## src/rtl/cpu_pkg.sv

```systemverilog
// cpu_pkg: opcodes, default widths and load-unit FSM states shared across the pipeline.
package cpu_pkg;
  localparam logic [7:0] OPCODE_READRAM8 = 8'd1;
  localparam logic [7:0] OPCODE_JUMPMINUS = 8'd2;
  localparam int ADDR_W_DEF = 16;
  localparam int REG_W_DEF = 9;
  typedef enum logic [1:0] {IDLE, REQ, WAIT, WB} load_state_t;
endpackage

```

## src/rtl/load_req_fifo.sv

```systemverilog
// load_req_fifo: circular request queue holding {addr, reg} pairs for the load unit.
module load_req_fifo #(
  parameter int DEPTH = 2,
  parameter int W = 25
) (
  input  logic         ram_clk,
  input  logic         rst,
  input  logic         push,
  input  logic         pop,
  input  logic [W-1:0] din,
  output logic [W-1:0] dout,
  output logic         full,
  output logic         empty
);
  localparam int AW = $clog2(DEPTH);
  logic [W-1:0] mem [DEPTH];
  logic [AW-1:0] wp, rp;
  logic [AW:0] cnt;
  logic push_ok, pop_ok;
  assign full = cnt == (AW+1)'(DEPTH);
  assign empty = cnt == '0;
  assign push_ok = push & !full;
  assign pop_ok = pop & !empty;
  assign dout = mem[rp];
  always_ff @(posedge ram_clk)
    if (push_ok) mem[wp] <= din;
  // Pointers wrap naturally because DEPTH is a power of two.
  always_ff @(posedge ram_clk) begin
    if (!rst) begin
      wp <= '0;
      rp <= '0;
      cnt <= '0;
    end else begin
      wp <= wp + AW'(push_ok);
      rp <= rp + AW'(pop_ok);
      cnt <= cnt + (AW+1)'(push_ok) - (AW+1)'(pop_ok);
    end
  end
endmodule

```

## src/rtl/stage3_load_unit.sv

```systemverilog
// stage3_load_unit: queues READRAM8 ops, reads one byte per op from the arbiter, writes it to the register file.
module stage3_load_unit
  import cpu_pkg::*;
#(
  parameter int DEPTH = 2,
  parameter int TIMEOUT = 16,
  parameter int ADDR_W = ADDR_W_DEF,
  parameter int REG_W = REG_W_DEF
) (
  input  logic              ram_clk,
  input  logic              rst,
  input  logic              dec_valid,
  output logic              dec_ready,
  input  logic [7:0]        dec_opcode,
  input  logic [ADDR_W-1:0] dec_addr,
  input  logic [REG_W-1:0]  dec_reg,
  output logic              ram_req,
  output logic [ADDR_W-1:0] ram_addr,
  input  logic              ram_ack,
  input  logic [7:0]        ram_data,
  output logic              rf_we,
  output logic [REG_W-1:0]  rf_waddr,
  output logic [7:0]        rf_wdata,
  output logic              busy,
  output logic              err
);
  localparam int CW = $clog2(TIMEOUT);
  localparam logic [CW-1:0] CNT_MAX = CW'(TIMEOUT - 1);
  load_state_t state, state_n;
  logic [ADDR_W+REG_W-1:0] head;
  logic [CW-1:0] cnt;
  logic push, pop, full, empty, tmo;
  assign dec_ready = !full;
  assign push = dec_valid & !full & (dec_opcode == OPCODE_READRAM8);
  assign pop = (state == IDLE) & !empty;
  assign tmo = cnt == CNT_MAX;
  assign rf_we = state == WB;
  assign busy = !empty | (state != IDLE);
  load_req_fifo #(.DEPTH(DEPTH), .W(ADDR_W + REG_W)) u_fifo (
    .ram_clk(ram_clk),
    .rst(rst),
    .push(push),
    .pop(pop),
    .din({dec_addr, dec_reg}),
    .dout(head),
    .full(full),
    .empty(empty)
  );
  always_ff @(posedge ram_clk)
    state <= !rst ? IDLE : state_n;
  // An ack coinciding with the last timeout cycle still completes the load.
  always_comb begin
    state_n = state;
    case (state)
      IDLE: state_n = empty ? IDLE : REQ;
      REQ: state_n = WAIT;
      WAIT: state_n = ram_ack ? WB : (tmo ? IDLE : WAIT);
      WB: state_n = IDLE;
      default: state_n = IDLE;
    endcase
  end
  always_ff @(posedge ram_clk) begin
    if (!rst) begin
      ram_req <= 1'b0;
      ram_addr <= '0;
      rf_waddr <= '0;
      rf_wdata <= '0;
      cnt <= '0;
      err <= 1'b0;
    end else begin
      if (pop) {ram_addr, rf_waddr} <= head;
      ram_req <= state_n == WAIT;
      cnt <= (state == WAIT) ? cnt + CW'(1) : '0;
      if (state == WAIT && ram_ack) rf_wdata <= ram_data;
      if (state == WAIT && !ram_ack && tmo) err <= 1'b1;
    end
  end
endmodule
```

## config.mk

```make
export PLATFORM = sky130hd
export DESIGN_NAME = stage3_load_unit
export DESIGN_NICKNAME = d
export VERILOG_FILES = /design/src/rtl/cpu_pkg.sv /design/src/rtl/load_req_fifo.sv /design/src/rtl/stage3_load_unit.sv
export SDC_FILE = /design/constraint.sdc
export NUM_CORES = 1
export LEC_CHECK = 0
export ABC_CLOCK_PERIOD_IN_PS = 2750
export CAP_MARGIN = 0
export CORE_AREA = 2 2 105 107
export CTS_BUF_LIST = sky130_fd_sc_hd__clkbuf_16
export CTS_CLUSTER_SIZE = 40
export DETAILED_ROUTE_END_ITERATION = 7
export DIE_AREA = 0 0 107 109
export DONT_BUFFER_PORTS = 1
export HOLD_SLACK_MARGIN = 0.1
export PLACE_DENSITY = 0.44
export REMOVE_ABC_BUFFERS = 1
export SLEW_MARGIN = 20
export SYNTH_ARGS = -nofsm -noshare
export SYNTH_HDL_FRONTEND = slang
export SYNTH_SLANG_ARGS = --single-unit
```

## constraint.sdc

```tcl
create_clock -name ram_clk -period 2.75 [get_ports ram_clk]
set_input_delay 0.55 -clock ram_clk [delete_from_list [all_inputs] [get_ports ram_clk]]
set_output_delay 0.55 -clock ram_clk [all_outputs]
set_load 0.01 [all_outputs]
```

=== Word level (Yosys, flattened, before mapping) ===
Memory sizes are Yosys's and may differ from the RTL's. A register that Yosys moved wholly into a read port is not among the register bits.
Index checks and enable logic that the tools add are counted.

* Add/sub/neg operators: 5
* Equality and inequality tests: 7
* Muxes and demuxes: 6
* Bitwise operators: 6
* Reduce and logical (&&, ||, !) cells: 11

{| class="wikitable"
|+ Operator list
! operator !! number
|-
| 2-bit == test (second input constant) || 4
|-
| 8-bit by 1-bit == test with 1-bit output (second input constant) || 1
|-
| 2-bit case mux with 4 select lines || 1
|-
| 1-bit bitwise AND || 5
|-
| 4-bit by 1-bit adder with 4-bit output (second input constant) || 1
|-
| 4-bit == test (second input constant) || 1
|-
| 1-bit logical NOT || 4
|-
| 2-bit logical NOT || 2
|-
| 2-bit two-way mux || 2
|-
| 1-bit logical AND || 3
|-
| 1-bit two-way mux || 3
|-
| 1-bit adder || 2
|-
| 2-bit by 1-bit adder with 2-bit output || 1
|-
| 2-bit by 1-bit == test with 1-bit output (second input constant) || 1
|-
| 2-bit AND reduction || 1
|-
| 2-bit nonzero test || 1
|-
| 2-bit by 1-bit subtractor with 2-bit output || 1
|-
| 1-bit OR || 1
|}

* Register bits after elaboration: 20
* RAM bits: 50
* Memories kept: 1

{| class="wikitable"
|+ Memories
! memory !! words !! width !! read ports !! clocked after Yosys merged registers in !! wr ports !! RTL line !! RTL
|-
| u_fifo.mem || 2 || 25 || 1 || 1 || 1 || load_req_fifo.sv:16 || <nowiki>logic [W-1:0] mem [DEPTH];</nowiki>
|}

=== Logic depth before layout (Yosys ltp) ===
Gate-level depths: netlist of the first run.

* Depth in word-level cells: 7
* Gate-level depth with buffers: 11

=== Modules after synthesis ===
Synthesis of the first run repeated with hierarchy kept, for this count alone.

* Cells, all modules: 284
* Area, all modules: 3856.2 um^2

{| class="wikitable"
|+ By module, submodules not included
! module !! instances !! cells each !! area each (um^2) !! seq. area each (um^2)
|-
| load_req_fifo || 1 || 103 || 2155.8 || 1601.5
|-
| stage3_load_unit || 1 || 181 || 1700.4 || 820.8
|}

=== Worst setup path after synthesis of the first run ===
No wires, ideal clock.

* Path kind: input-to-reg
* Start point: input dec_opcode[2]
* End point: memory u_fifo.mem[1][0] (enable)
* Setup time: 0.384 ns
* Arrival: 2.114 ns
* Data required time: 2.366 ns
* Slack: 0.252 ns
* Stages on the path: 4
* Buffers on the path: 0
* Cell sequence: nor4_1 nand4b_1 nor4b_1 ha_1

* Longest elaborated chain between the ends: 5

{| class="wikitable"
|+ Ends and longest elaborated chain
! item !! RTL line !! RTL
|-
| from (decl) || stage3_load_unit.sv:14 || <nowiki>input logic [7:0] dec_opcode,</nowiki>
|-
| 8-bit by 1-bit == test with 1-bit output || stage3_load_unit.sv:34 || <nowiki>assign push = dec_valid & !full & (dec_opcode == OPCODE_READRAM8);</nowiki>
|-
| 1-bit bitwise AND || stage3_load_unit.sv:34 ||
|-
| 1-bit bitwise AND || load_req_fifo.sv:22 || <nowiki>assign push_ok = push & !full;</nowiki>
|-
| 1-bit two-way mux || load_req_fifo.sv:26 || <nowiki>if (push_ok) mem[wp] <= din;</nowiki>
|-
| 1-bit two-way mux (not written as such) || load_req_fifo.sv:26 ||
|-
| to (decl) || load_req_fifo.sv:16 ||
|}

No other way between the ends.

=== Worst setup path in the final report of the first run ===
* Start point: register state[0]
* End point: output busy

* Longest elaborated chain between the ends: 2

{| class="wikitable"
|+ Ends and longest elaborated chain
! item !! RTL line !! RTL
|-
| from (decl) || stage3_load_unit.sv:29 || <nowiki>load_state_t state, state_n;</nowiki>
|-
| from (signal assigned) || stage3_load_unit.sv:50 || <nowiki>state <= !rst ? IDLE : state_n;</nowiki>
|-
| 2-bit nonzero test || stage3_load_unit.sv:38 || <nowiki>assign busy = !empty | (state != IDLE);</nowiki>
|-
| 1-bit OR || stage3_load_unit.sv:38 ||
|-
| to (decl) || stage3_load_unit.sv:24 || <nowiki>output logic busy,</nowiki>
|}

No other way between the ends.

==> run summary, run 1 <==
=================================================================================
Result of the run                                                    complete, no violations
Transition time at the pin with the least slew margin                    0.877 ns
FP Rows                                                                        38
Final wirelength                                                          7150 um
Area added between synthesis and finish                                     10.7%
WS Path Type                                                         register to primary output
Count of final max-slew check failures                                          0
Setup Viol. Count Final                                                         0
Bufs and invs on worst path                                                     1
Area share of the leading cell type in the synthesized netlist              41.7%
1st-pass router iterations                                                      4
Maximum clock skew at final layout                                     0.00502 ns
Unrepaired setup endpoints after global routing                             false
Endpoint of the worst-slack reg-to-reg timing path                   u_fifo.mem[0][9]
Worst slew margin                                                           41.4%
PD cells                                                             1050 nW/um^2
Post-route minimum period                                                 1.89 ns
# DRC                                                                           0
Clock slew seen by the registers of the worst setup and hold paths        0.07 ns
Quantity of I/O buffers inserted on ports                                       0
Internal reg-to-reg setup slack                                           0.91 ns
Top area cells in the synthesized netlist                            sky130_fd_sc_hd__edfxtp_1 42%, sky130_fd_sc_hd__dfxtp_1 25%, sky130_fd_sc_hd__mux2i_1 7.0%
Number of global-route vias before repair                                    1985
Required time of the critical path                                        2.20 ns
Cell Area, Synth                                                        3600 um^2
Number of failing hold endpoints at the final stage                             0
Average footprint of a synthesized cell                                 13.9 um^2
Ordered cell list for the critical path                              nor2_4, buf_4, nand2_1
Syn. warnings                                                                   0
Congestion Overflow GR                                                          0
TritonCTS clock tree                                                         done
1st-iter DRT viols                                                            107
Depth of the worst register-to-register path                                    6
Effective utilization at floorplan                                          34.0%
Total number of vias                                                         1952
Final antenna diode count                                                       0
Worst setup EP type                                                  primary output
Filler cell count                                                             999
Total Die Area                                                         11700 um^2
Signal arrival time at the worst endpoint                                 1.34 ns
Largest fanout on the critical path                                            26
Startpoint Class                                                         register
Die width                                                                  107 um
Setup bufs post-CTS                                                             0
Fraction of final layout cells with drive strength greater than 1           16.5%
CTS Buffer Depth                                                                2
Cell area after layout                                                  3990 um^2
Number of clock buffers inserted by TritonCTS                                   9
Cell taking the most area after synthesis                            sky130_fd_sc_hd__edfxtp_1
Detail-routed net length per standard cell                                17.6 um
Post-Route Hold Slack                                                    0.307 ns
Kind of cell adding the most delay to the critical path                flip-flops
Sum of net half-perimeters after detailed placement                       4520 um
Sequential-to-total area share from yosys stat                              66.7%
Tot GR Track Use                                                            13.0%
Part of the cycle the worst path needs                                      68.6%
Beginning of the worst register-to-register path                     u_fifo.cnt[1]
Largest stage delay on the critical path                                  0.36 ns
Max Clock Freq                                                            530 MHz
Ports placed on the boundary                                                   83
TNS Setup                                                                    0 ns
Wire length of the first global-routing pass                             11100 um
Cells after synthesis                                                         259
Final antenna-violating net count                                               0
Path category of the worst min-delay check                           input port to register
Hold Crit Depth                                                                 0
Final #Nets                                                                   312
Final design utilization                                                    37.6%
IR drop worst, VDD                                                         435 uV
Pin count of the biggest net entering global routing                           40
Placement-stage cell area                                               3730 um^2
Worst-path cell with the longest stage delay                         sky130_fd_sc_hd__dfxtp_1
Area of the core region                                                10600 um^2
Flip-flop and latch count after synthesis                                      95
Final weighted congestion in routability-driven placement                   0.643
Avg Vias per Cell                                                            4.80
Chip height                                                                109 um
Post-synthesis cell type count                                                 36
Clock insertion delay at the later pin of the skew report                 0.33 ns
Endpoint, Worst Hold                                                 u_fifo.mem[1][23]
Buffer type at the clock tree root                                   sky130_fd_sc_hd__clkbuf_16
Deepest level of the CTS H-tree                                                 3
Hold bufs inserted after CTS                                                    0
Post-CTS Resized                                                                0
Top library cells by usage in the layout, fill and taps aside        50 x sky130_fd_sc_hd__edfxtp_1, 44 x sky130_fd_sc_hd__dfxtp_1, 37 x sky130_fd_sc_hd__a21oi_1, 25 x sky130_fd_sc_hd__mux2i_1, 19 x sky130_fd_sc_hd__a211oi_2
Leakage component of the power                                            1.29 nW
Antenna violations before repair                                                0
Maximum capacitance violations                                                  0
Most common library cell in the layout ignoring fill and taps        sky130_fd_sc_hd__edfxtp_1
Startpoint of the tightest hold check path                           dec_addr[14]
CTS Sinks                                                                      95
=================================================================================
[kinds of logic after synthesis]
| kind of cell | Yosys count | synth area share [%] |
|---|---|---|
| muxes | 25 | 6.95 |
| AOI/OAI and AO/OA | 64 | 13.3 |
| adders and majority gates | 5 | 1.74 |
| xor gates and xnor gates | 3 | 0.730 |
| DFF | 95 | 66.7 |
| and+or+nand+nor | 46 | 6.99 |
| buffers and inverters | 21 | 3.58 |
[registers in the layout, indices dropped and copies added, names as in the netlist]
signal	count
u_fifo.mem	50
u_fifo.wp	1
cnt	4
ram_req	1
rf_wdata	8
state	2
u_fifo.cnt	2
u_fifo.rp	1
ram_addr	16
rf_waddr	9
err	1
[power by group]
group / internal [W] / switching [W]
registers: 0.00170 / 0.000291
clock network: 0.000595 / 0.000497
logic: 0.000447 / 0.000672
total: 0.00274 / 0.00146
[final cells by class]
cell class | instances | area [um^2] | share of cell area [%]
sequential | 95 | 2400 | 60.3
clock inverter | 7 | 31.3 | 0.785
timing repair buffer | 8 | 60.1 | 1.51
multi-input combinational | 143 | 1070 | 26.8
tap | 140 | 175 | 4.40
clock buffer | 9 | 225 | 5.65
inverter | 5 | 21.3 | 0.534
[Yosys cell counts, drive strengths merged]
cell,count
buf,14
nand3b,2
nand3,9
and3,1
edfxtp,50
a211oi,25
or2b,1
clkbuf,2
ha,5
mux2i,25
and2,3
o21ai,2
nor2b,1
nor4,1
a21oi,37
or3,1
nand4b,2
dfxtp,45
xnor2,1
nand2b,1
inv,5
xor2,2
nand2,13
nor4b,1
or2,2
nor3,1
nor2,7
[worst register-to-register path, cell delays in order (launching register included)]
cell                       delay, ns
sky130_fd_sc_hd__dfxtp_1        0.34
sky130_fd_sc_hd__or2b_1         0.24
sky130_fd_sc_hd__nand4b_1       0.11
sky130_fd_sc_hd__nor4b_1        0.27
sky130_fd_sc_hd__buf_4          0.18
sky130_fd_sc_hd__ha_1           0.16
sky130_fd_sc_hd__buf_4          0.24
[how the worst max path moves through the flow]
stage / from / to / slack, ns / cells after the start
floorplan: dec_opcode[2] / u_fifo.mem[1][0] / 0.25 / 4
global placement: dec_opcode[2] / u_fifo.mem[1][3] / 0.67 / 6
detailed placement: dec_opcode[2] / u_fifo.mem[0][15] / 0.61 / 6
CTS: state[0] / busy / 0.82 / 3
global route: state[0] / busy / 0.78 / 3
finish: state[0] / busy / 0.86 / 3
[routing by layer]
| metal | up-vias | global-route usage [%] | part of all wire, % |
|---|---|---|---|
| met5 | - | 0 | 0 |
| met4 | 0 | 5.57 | 1.7 |
| met3 | 8 | 6.46 | 9.7 |
| met2 | 51 | 19.9 | 47 |
| met1 | 923 | 15.5 | 42 |
| li1 | 970 | - | - |
[metrics by stage]
step | setup slack, ns | power (W) | std cells
detailed placement | 0.611 | 0.00316 | 391
finish | 0.863 | 0.00420 | 407
floorplan | 0.252 | 0.00282 | 243
CTS | 0.820 | 0.00427 | 407
global placement | 0.668 | 0.00315 | 391
global route | 0.780 | 0.00448 | 407
Note: power is estimated with default switching activity, not from simulation.
==> inputs of run 2 (changes only) <==
ABC_CLOCK_PERIOD_IN_PS = 1800   (was 2750)
clock period = 1.8 ns   (was 2.75 ns; I/O delays follow)
==> run 2 against run 1 <==
  * Non-clock buffer count is 36 higher
  * Power is 57% higher
  * Clock skew decreased by 0.0015 ns
  * Cell area is 10% higher
  * Sequential share of layout area is 5.5 points lower
  * Count of clock-buffer cells in the layout is the same
  * Sequential cell count did not move
  * Sequential power rose by 47%
  * First-iteration DRC count fell by 35%
  * Critical endpoint unchanged
  * Critical path type unchanged
  * Global-route usage up 0.22 points
  * Wire length up 2.3%
  * Die area is the same
==> run summary, run 2 (synthesis results as in run 1) <==
=================================================================================
FP Rows                                                                        38   unchanged
Final design utilization                                                    41.3%   +3.8 points
Sum of net half-perimeters after detailed placement                       4790 um   +6.0%
Final weighted congestion in routability-driven placement                   0.674   +4.8%
Signal arrival time at the worst endpoint                                 1.35 ns   about the same
Quantity of I/O buffers inserted on ports                                       0   unchanged
Startpoint of the tightest hold check path                           dec_addr[10]
Ordered cell list for the critical path                              nor2_4, buf_4, nand2_1
CTS Buffer Depth                                                                2   unchanged
Required time of the critical path                                        1.44 ns   -0.76 ns
Setup bufs post-CTS                                                             0   unchanged
Final #Nets                                                                   348   +12%
Register Area                                                           2400 um^2   unchanged
Setup Viol. Count Final                                                         0   unchanged
Worst-path cell with the longest stage delay                         sky130_fd_sc_hd__dfxtp_1
Final std cells w/o fill                                                      443   +8.8%
Number of failing hold endpoints at the final stage                             0   unchanged
Deepest level of the CTS H-tree                                                 3   unchanged
Congestion Overflow GR                                                          0   unchanged
Clock slew seen by the registers of the worst setup and hold paths        0.06 ns   about the same
Buffer type at the clock tree root                                   sky130_fd_sc_hd__clkbuf_16
Total Power                                                             0.00661 W   +57%
CTS Sinks                                                                      95   unchanged
Startpoint Class                                                         register
Final antenna diode count                                                       0   unchanged
TritonCTS clock tree                                                         done
Maximum clock skew at final layout                                     0.00356 ns   -0.00146 ns
Part of the cycle the worst path needs                                      95.2%
Largest stage delay on the critical path                                  0.36 ns   about the same
Routing usage on met1                                                       16.2%   +0.72 points
Critical Path Start                                                      state[0]
Worst setup EP type                                                  primary output
Unrepaired setup endpoints after global routing                              true
Met3 track utilization from global routing                                  4.96%   -1.5 points
Antenna violations before repair                                                0   unchanged
Tot GR Track Use                                                            13.2%   +0.22 points
Beginning of the worst register-to-register path                     u_fifo.cnt[1]
Result of the run                                                    complete, no violations
Largest registers                                                    u_fifo.mem: 50 flops, ram_addr: 16 flops, rf_waddr: 9 flops
Avg Vias per Cell                                                            4.68   -2.4%
Ports placed on the boundary                                                   83   unchanged
Worst slew margin                                                           72.5%   +31 points
Leakage component of the power                                            1.47 nW   +14%
Top library cells by usage in the layout, fill and taps aside        50 x sky130_fd_sc_hd__edfxtp_1, 44 x sky130_fd_sc_hd__dfxtp_1, 37 x sky130_fd_sc_hd__a21oi_1, 30 x sky130_fd_sc_hd__dlygate4sd3_1, 25 x sky130_fd_sc_hd__mux2i_1
# DRC                                                                           0   unchanged
Die width                                                                  107 um   unchanged
Pre-CTS setup slack                                                     -0.188 ns   -0.799 ns
Area added between synthesis and finish                                     21.8%
Most heavily used metal layer in global routing                              met2
IR drop worst, VDD                                                         585 uV   +34%
Final setup slack of the worst path                                     0.0870 ns   -0.776 ns
Final wirelength                                                          7310 um   +2.3%
Fraction of final layout cells with drive strength greater than 1           18.5%   +2.0 points
Global Route met2 Usage                                                     21.0%   +1.1 points
Total number of vias                                                         2074   +6.3%
Post-route minimum period                                                 1.71 ns
Area of the core region                                                10600 um^2   unchanged
Area occupied by multi-input gates                                      1080 um^2   +1.1%
Effective utilization at floorplan                                          34.0%   unchanged
TNS Setup                                                                    0 ns   unchanged
Total placed cells including tap cells                                        397   +1.5%
PD cells                                                             1510 nW/um^2   +43%
Detail-routed net length per standard cell                                16.5 um   -6.0%
Path category of the worst min-delay check                           input port to register
Final antenna-violating net count                                               0   unchanged
Transition time at the pin with the least slew margin                    0.411 ns   -0.466 ns
Biggest register                                                       u_fifo.mem
WS Path Type                                                         register to primary output
1st-pass router iterations                                                      4   unchanged
Most common library cell in the layout ignoring fill and taps        sky130_fd_sc_hd__edfxtp_1
Filler cell count                                                            1002   +0.30%
Largest fanout on the critical path                                            26   unchanged
Count of final max-slew check failures                                          0   unchanged
Max Clock Freq                                                            584 MHz
Pin count of the biggest net entering global routing                           27   -33%
Number of global-route vias before repair                                    2187   +10%
Maximum capacitance violations                                                  0   unchanged
Number of clock buffers inserted by TritonCTS                                   9   unchanged
Total Die Area                                                         11700 um^2   unchanged
Clock insertion delay at the later pin of the skew report                 0.34 ns   about the same
Max FFs per register                                                           50   unchanged
1st-iter DRT viols                                                             70   -35%
Chip height                                                                109 um   unchanged
Wire length of the first global-routing pass                             11500 um   +3.4%
=================================================================================
[run 2: cell types whose count changed in the layout (fill, tap and decap cells not counted)]
cell / change
sky130_fd_sc_hd__nor3_1: -1
sky130_fd_sc_hd__buf_12: +1
sky130_fd_sc_hd__inv_8: +1
sky130_fd_sc_hd__nor4b_1: -1
sky130_fd_sc_hd__buf_8: +1
sky130_fd_sc_hd__clkinv_2: +1
sky130_fd_sc_hd__clkinv_4: +2
sky130_fd_sc_hd__nor3_2: +1
sky130_fd_sc_hd__dlygate4sd3_1: +30
sky130_fd_sc_hd__nor4b_2: +1
sky130_fd_sc_hd__buf_4: +3
sky130_fd_sc_hd__clkinv_1: -4
sky130_fd_sc_hd__buf_6: +1
[run 2: final timing paths]
path | to | slack [ns] | cells past startpoint
worst max-delay path | busy | 0.09 | 3
worst min-delay path | u_fifo.mem[0][19] | 0.12 | 0
worst max register to register | u_fifo.mem[1][8] | 0.09 | 6
worst min register to register | cnt[0] | 0.45 | 1
[run 2: report_power, final]
part	leakage [nW]	switching, W	internal (W)
registers	0.818	0.000330	0.00259
clock network	0.138	0.000827	0.000941
logic	0.513	0.00115	0.000770
total	1.47	0.00231	0.00430
[run 2: critical path: cells and delay by family (launching register included)]
kind	cells	cell delay, ns
simple gates	2	0.34
buf+inv	1	0.32
flops	1	0.36
[run 2: metal layers]
metal / part of all wire (%) / wire, um / up-vias
li1: - / - / 1041
met1: 45 / 3310 / 974
met4: 1.2 / 85 / 0
met5: 0 / 0 / -
met3: 6.4 / 468 / 7
met2: 47 / 3450 / 52
[run 2: area by class of cell]
cell class | count | share of cell area [%]
Clock buffer | 9 | 5.14
Clock inverter | 7 | 1.14
Inverter | 5 | 0.485
Multi-Input combinational cell | 143 | 24.6
Sequential cell | 95 | 54.8
Tap cell | 140 | 4.00
Timing Repair Buffer | 44 | 9.79
[run 2: timing repair]
action                                 CTS  global route
hold buffers                            23             7
setup endpoints to repair               34            43
endpoints found under the hold margin   40             9
resized for setup                        2             3
pin swaps                                0             0
[run 2: through the flow]
step	area [um^2]	hold WS, ns
6_report	4380	0.116
5_1_grt	4380	0.102
4_1_cts	4300	0.100
3_5_place_dp	3790	0.437
3_3_place_gp	3790	0.436
2_1_floorplan	3490	0.418
